## config.mk

```make
export PLATFORM = sky130hd
export DESIGN_NAME = conv_window_feeder
export DESIGN_NICKNAME = d
export VERILOG_FILES = /design/src/rtl/conv_window_feeder_pkg.sv /design/src/rtl/conv_window_feeder_line_row_buf.sv /design/src/rtl/conv_window_feeder.sv
export SDC_FILE = /design/constraint.sdc
export NUM_CORES = 2
export LEC_CHECK = 0
export BUFFER_PORTS_ARGS = -buffer_cell sky130_fd_sc_hd__buf_2
export CAP_MARGIN = 40
export CELL_PAD_IN_SITES_DETAIL_PLACEMENT = 0
export CELL_PAD_IN_SITES_GLOBAL_PLACEMENT = 1
export CORE_MARGIN = 3
export CORE_UTILIZATION = 40
export DETAILED_ROUTE_END_ITERATION = 6
export HOLD_SLACK_MARGIN = 0.1
export PLACE_DENSITY_LB_ADDON = 0.1
export SLEW_MARGIN = 20
export SYNTH_ARGS = -nofsm -noshare
export SYNTH_HDL_FRONTEND = slang
export SYNTH_SLANG_ARGS = --single-unit
export TNS_END_PERCENT = 50
```

## constraint.sdc

```tcl
create_clock -name clk -period 4.07 [get_ports clk]
set_input_delay 0.407 -clock clk [delete_from_list [all_inputs] [get_ports clk]]
set_output_delay 0.407 -clock clk [all_outputs]
set_load 0.01 [all_outputs]
```

## src/rtl/conv_window_feeder_pkg.sv

```systemverilog
// Shared constants for the 5x5 window feeder: kernel size, FSM encoding and
// slot-pointer arithmetic for the 5-row circular line buffer.
package conv_window_feeder_pkg;

  localparam int K      = 5;
  localparam int SLOT_W = 3;

  localparam logic [1:0] ST_FILL = 2'd0;
  localparam logic [1:0] ST_EMIT = 2'd1;
  localparam logic [1:0] ST_LOAD = 2'd2;

  function automatic int cnt_w(input int n);
    return (n <= 2) ? 1 : $clog2(n);
  endfunction

  // (base + ofs) mod K, with base < K and ofs < K
  function automatic logic [SLOT_W-1:0] slot_add(input logic [SLOT_W-1:0] base,
                                                 input int ofs);
    logic [SLOT_W:0] s;
    s = {1'b0, base} + (SLOT_W+1)'(ofs);
    if (s >= (SLOT_W+1)'(K)) s = s - (SLOT_W+1)'(K);
    return s[SLOT_W-1:0];
  endfunction

endpackage

```

## src/rtl/conv_window_feeder_line_row_buf.sv

```systemverilog
// One image row of pixel storage: registered write, combinational read.
module conv_window_feeder_line_row_buf
  import conv_window_feeder_pkg::*;
#(
  parameter int DW    = 16,
  parameter int DEPTH = 28,
  parameter int AW    = 5
) (
  input  logic          clk,
  input  logic          wr_en_i,
  input  logic [AW-1:0] wr_addr_i,
  input  logic [DW-1:0] wr_data_i,
  input  logic [AW-1:0] rd_addr_i,
  output logic [DW-1:0] rd_data_o
);

  logic [DW-1:0] mem_q [DEPTH];

  always_ff @(posedge clk) begin
    if (wr_en_i) mem_q[wr_addr_i] <= wr_data_i;
  end

  assign rd_data_o = mem_q[rd_addr_i];

endmodule

```

## src/rtl/conv_window_feeder.sv

```systemverilog
// Raster-to-column-beat converter: buffers 5 rows, then emits every 5x5 window
// of a band as 5 consecutive column beats while stalling the upstream source.
module conv_window_feeder
  import conv_window_feeder_pkg::*;
#(
  parameter int data_width = 16,
  parameter int IMG_W      = 28,
  parameter int IMG_H      = 28
) (
  input  logic                  clk,
  input  logic                  rst_n,
  input  logic [data_width-1:0] pix_in,
  input  logic                  pix_valid,
  output logic                  pix_ready,
  output logic [data_width-1:0] d_out1,
  output logic [data_width-1:0] d_out2,
  output logic [data_width-1:0] d_out3,
  output logic [data_width-1:0] d_out4,
  output logic [data_width-1:0] d_out5,
  output logic                  out_valid,
  output logic                  band_done,
  output logic                  frame_done
);

  localparam int CW = cnt_w(IMG_W);
  localparam int BW = cnt_w(IMG_H);
  localparam logic [CW-1:0]     COL_MAX  = CW'(IMG_W - 1);
  localparam logic [CW-1:0]     WIN_MAX  = CW'(IMG_W - K);
  localparam logic [BW-1:0]     BAND_MAX = BW'(IMG_H - K);
  localparam logic [SLOT_W-1:0] LAST_IDX = SLOT_W'(K - 1);

  logic [1:0]            state_q, state_d;
  logic [CW-1:0]         wr_col_q, wr_col_d, col_q, col_d;
  logic [SLOT_W-1:0]     row_cnt_q, row_cnt_d, top_ptr_q, top_ptr_d, beat_q, beat_d;
  logic [BW-1:0]         band_q, band_d;
  logic                  pix_ready_q, out_valid_q, out_valid_d;
  logic                  band_done_q, band_done_d, frame_done_q, frame_done_d;
  logic [data_width-1:0] dout_q [K];
  logic [data_width-1:0] dout_d [K];
  logic [data_width-1:0] rd_data [K];

  logic              accept, row_wrap, last_beat;
  logic [CW-1:0]     rd_col;
  logic [SLOT_W-1:0] wr_slot;

  assign accept    = pix_valid && pix_ready_q;
  assign row_wrap  = accept && (wr_col_q == COL_MAX);
  assign last_beat = (state_q == ST_EMIT) && (col_q == WIN_MAX) && (beat_q == LAST_IDX);
  assign rd_col    = col_q + CW'(beat_q);
  // FILL writes rows in arrival order; LOAD recycles the oldest slot
  assign wr_slot   = (state_q == ST_LOAD) ? top_ptr_q : row_cnt_q;

  for (genvar gi = 0; gi < K; gi++) begin : g_slot
    conv_window_feeder_line_row_buf #(
      .DW   (data_width),
      .DEPTH(IMG_W),
      .AW   (CW)
    ) u_line_row_buf (
      .clk      (clk),
      .wr_en_i  (accept && (wr_slot == SLOT_W'(gi))),
      .wr_addr_i(wr_col_q),
      .wr_data_i(pix_in),
      .rd_addr_i(rd_col),
      .rd_data_o(rd_data[gi])
    );
  end

  always_comb begin
    state_d      = state_q;
    wr_col_d     = wr_col_q;
    col_d        = col_q;
    row_cnt_d    = row_cnt_q;
    top_ptr_d    = top_ptr_q;
    beat_d       = beat_q;
    band_d       = band_q;
    out_valid_d  = 1'b0;
    band_done_d  = 1'b0;
    frame_done_d = 1'b0;
    for (int i = 0; i < K; i++) dout_d[i] = dout_q[i];

    case (state_q)
      ST_FILL: begin
        if (accept) wr_col_d = row_wrap ? '0 : wr_col_q + 1'b1;
        if (row_wrap) begin
          if (row_cnt_q == LAST_IDX) begin
            row_cnt_d = '0;
            state_d   = ST_EMIT;
          end else begin
            row_cnt_d = row_cnt_q + 1'b1;
          end
        end
      end
      ST_LOAD: begin
        if (accept) wr_col_d = row_wrap ? '0 : wr_col_q + 1'b1;
        if (row_wrap) begin
          top_ptr_d = slot_add(top_ptr_q, 1);
          state_d   = ST_EMIT;
        end
      end
      ST_EMIT: begin
        out_valid_d = 1'b1;
        for (int i = 0; i < K; i++) dout_d[i] = rd_data[slot_add(top_ptr_q, i)];
        if (beat_q == LAST_IDX) begin
          beat_d = '0;
          col_d  = col_q + 1'b1;
        end else begin
          beat_d = beat_q + 1'b1;
        end
        if (last_beat) begin
          col_d       = '0;
          band_done_d = 1'b1;
          if (band_q == BAND_MAX) begin
            frame_done_d = 1'b1;
            band_d       = '0;
            top_ptr_d    = '0;
            row_cnt_d    = '0;
            state_d      = ST_FILL;
          end else begin
            band_d  = band_q + 1'b1;
            state_d = ST_LOAD;
          end
        end
      end
      default: state_d = ST_FILL;
    endcase
  end

  always_ff @(posedge clk or negedge rst_n) begin
    if (!rst_n) begin
      state_q      <= ST_FILL;
      wr_col_q     <= '0;
      col_q        <= '0;
      row_cnt_q    <= '0;
      top_ptr_q    <= '0;
      beat_q       <= '0;
      band_q       <= '0;
      pix_ready_q  <= 1'b0;
      out_valid_q  <= 1'b0;
      band_done_q  <= 1'b0;
      frame_done_q <= 1'b0;
      for (int i = 0; i < K; i++) dout_q[i] <= '0;
    end else begin
      state_q      <= state_d;
      wr_col_q     <= wr_col_d;
      col_q        <= col_d;
      row_cnt_q    <= row_cnt_d;
      top_ptr_q    <= top_ptr_d;
      beat_q       <= beat_d;
      band_q       <= band_d;
      pix_ready_q  <= (state_d != ST_EMIT);
      out_valid_q  <= out_valid_d;
      band_done_q  <= band_done_d;
      frame_done_q <= frame_done_d;
      for (int i = 0; i < K; i++) dout_q[i] <= dout_d[i];
    end
  end

  assign pix_ready  = pix_ready_q;
  assign out_valid  = out_valid_q;
  assign band_done  = band_done_q;
  assign frame_done = frame_done_q;
  assign d_out1     = dout_q[0];
  assign d_out2     = dout_q[1];
  assign d_out3     = dout_q[2];
  assign d_out4     = dout_q[3];
  assign d_out5     = dout_q[4];

endmodule

```

==> flow_metrics.env <==
export IMPL_status="complete, but fails checks"
export IMPL_failed_checks="DRC"
export IMPL_syn_area_per_cell_sq_um=19.5
export IMPL_final_area_sq_um=112000
export IMPL_p_seq_frac=0.439
export IMPL_clock_sinks=2350
export IMPL_total_power_mw=63.3
export IMPL_synth_commonest_cells="2240 x edfxtp_1, 575 x mux4_2, 397 x nand2_1, 228 x nor2_1, 121 x a21oi_1"
export IMPL_synth_top_cell_area_share=0.718
export IMPL_cts_clk_slew_worst_paths_ns=0.06
export IMPL_finalHoldViolCount=0
export IMPL_yosysMostFrequentCell="edfxtp_1"
export IMPL_synth_nets=4843
export IMPL_post_place_ws_ns=-0.272
export IMPL_cts_max_level=5
export IMPL_worst_slew_pin_transition_ns=0.929
export IMPL_place_inst=8320
export IMPL_netlist_area_sq_um=93700
export IMPL_grt_pass1_vias=51600
export IMPL_finalClockSkew_ns=0.0689
export IMPL_clkPwrFrac=0.361
export IMPL_cts_root_buf="clkbuf_16"
export IMPL_cts_tree="yes"
export IMPL_synthFlopType="edfxtp_1"
export IMPL_p_per_area_nw_per_um2=565
export IMPL_critPathTopFamily="compound AO/OA/AOI/OAI gates"
export IMPL_rsz0062_at_grt="yes"
export IMPL_hp_class="in2async"
export IMPL_vias_per_cell=5.84
export IMPL_grt_overflow_total=0
export IMPL_routedWlPerCell_um=33.5
export IMPL_io_pins=103
export IMPL_clock_latency_ns=0.91
export IMPL_numPortBuffers=102
export IMPL_cap_violations=0
export IMPL_fp_row_count=177
export IMPL_synth_area_leader_cell="edfxtp_1"
export IMPL_sw_frac_of_total=0.277
export IMPL_die_area_sq_um=240000
export IMPL_numCtsBuffers=277
export IMPL_setup_tns_final_ns=0
export IMPL_route_met2_wl_um=137000
export IMPL_vias=51700
export IMPL_cp_start_kind="flip-flop"
export IMPL_cp_end_kind="flip-flop"
export IMPL_core_sq_um=233000
export IMPL_max_slew_margin_rel=0.379
export IMPL_dpl_hpwl_um=188000
export IMPL_finalNetCount=5574
export IMPL_total_leakage_power_nw=36.8
export IMPL_reg2reg_setup_slack_ns=0.02
export IMPL_fin_crit_sh=0.996
export IMPL_synthArstFlopShare=0.0468
export IMPL_top_layer="met5"
export IMPL_antenna_found_initial=14
export IMPL_synth_edff_count=2240
export IMPL_ys_seq_area_frac=0.747
export IMPL_power_switching_mw=17.5
export IMPL_syn_inst=4801
export IMPL_worst_ep_required_time_ns=4.80
export IMPL_antenna_left=0
export IMPL_gp_congestion=0.911
export IMPL_post_dp_cell_area_sq_um=103000
export IMPL_slowest_delay_ns=0.83
export IMPL_grt_pass1_wl_um=413000
export IMPL_hold_ws_ns=0.139
export IMPL_finalWirelength_um=297000
export IMPL_fin_cells=8858
export IMPL_die_height_um=490
export IMPL_path_cells="ha_4 -> inv_2 -> fa_4 -> buf_12 -> buf_12 -> buf_8 -> mux4_2 -> nor3_2 -> a31oi_1 -> buf_4 -> o211ai_1 -> buf_4 -> o22ai_2 -> a211oi_2 -> o221ai_1"
export IMPL_clock_fmax_ghz=0.247
export IMPL_grt_max_degree=111
export IMPL_cp_num_buf_inv=6
export IMPL_synthTopCellsByArea="edfxtp_1 72%, mux4_2 14%, dfrtp_1 2.9%"
export IMPL_peakVddDrop_mv=0.344
export IMPL_intPower_mw=45.8
export IMPL_firstDrtPassIters=7
export IMPL_wl_met3_um=22600
export IMPL_setup_violations=0
export IMPL_clk_path_buf_depth=4
export IMPL_worstPathMaxFanout=8
export IMPL_start_util=0.402
export IMPL_area_growth_pct=19.6
export IMPL_cp_arrival_ns=4.79
export IMPL_cp_slowest_cell="fa_4"
export IMPL_slew_viol_final=0
export IMPL_wl_met1_um=129000
export IMPL_drtIter0Drc=5923
export IMPL_setup_worst_path_class="reg2reg"
export IMPL_yosys_register_bits=2350
export IMPL_p_comb_frac=0.200
export IMPL_layout_drive_gt1_share=0.323
export IMPL_die_x_um=490
export IMPL_synth_cell_types=80
export IMPL_post_route_util=0.481
export IMPL_track_usage=0.243
export IMPL_setup_ws_ns=0.0174
export IMPL_layout_min_cycle_time_ns=4.05
export IMPL_drc=21
export IMPL_ys_warn_count=0
-- worst paths after layout --
kind / startpoint / endpoint / cells past startpoint
min: rst_n / row_cnt_q[0] / 3
min reg2reg: d_out2[6] / d_out2[6] / 2
max in group asynchronous: rst_n / beat_q[1] / 3
max reg2reg: beat_q[0] / d_out2[1] / 15
max: beat_q[0] / d_out2[1] / 15
min in group clk: pix_in[13] / g_slot[4].u_line_row_buf.mem_q[8][13] / 2
-- worst min-delay path: stages --
cell and delay, ns:
dlygate4sd3_1 0.53, buf_4 0.11, buf_12 0.42
-- layout by cell type, fill, tap and decap left out, drive strengths merged, types with 89 or more instances in the layout --
cell type	n
dfrtp	110
clkbuf	355
o21ai	89
buf	709
edfxtp	2240
nand2	398
mux4	576
nor2	229
a21oi	123
clkinv	92
-- state kept, by name (all words and copies together), names as in the netlist --
name / flops
band_done: 1
band_q: 5
beat_q: 3
col_q: 5
d_out1: 16
d_out2: 16
d_out3: 16
d_out4: 16
d_out5: 16
frame_done: 1
g_slot.u_line_row_buf.mem_q: 2240
out_valid: 1
pix_ready: 1
row_cnt_q: 3
state_q: 2
top_ptr_q: 3
wr_col_q: 5
-- kinds of logic after synthesis --
family / Yosys count / share of synthesized area
XOR/XNOR: 4 / 0.000454
AND/OR/NAND/NOR: 858 / 0.0390
flip-flops: 2350 / 0.747
multiplexers: 649 / 0.147
AO/OA/AOI/OAI: 615 / 0.0464
adder cells (fa/ha/maj): 23 / 0.00323
buffers and inverters: 302 / 0.0168
-- layout make-up --
cell class                      instances  area [sq um]
Antenna cell                            8          20.0
Clock buffer                          347          7330
Clock inverter                        118           847
Fill cell                           19300        121000
Inverter                               19          71.3
Multi-Input combinational cell       2149         22700
Sequential cell                      2350         70000
Tap cell                             3132          3920
Timing Repair Buffer                  735          7060
-- power by group through the flow --
stage | sequential [mW] | clock, mW | combinational (mW)
2_1_floorplan | 28.1 | 0 | 6.81
3_3_place_gp | 28.2 | 0 | 12.3
3_5_place_dp | 28.3 | 0 | 12.3
4_1_cts | 27.7 | 23.4 | 12.4
5_1_grt | 27.8 | 24.3 | 13.3
6_report | 27.8 | 22.9 | 12.6
-- metal layers --
layer,global-route usage,vias to the layer above
met1,0.355,27800
met5,0,-
met2,0.374,2001
met4,0.0622,4
li1,-,21400
met3,0.0482,473
-- timing repair --
item / CTS / global route
hold buffers: 16 / 2
setup buffers: 6 / 30
setup endpoints to repair: 19 / 65
gates resized for setup: 11 / 102
pin swaps: 3 / 26
gates cloned: 0 / 7
hold endpoints to repair: 575 / 33
(Power assumes the default switching activity.)
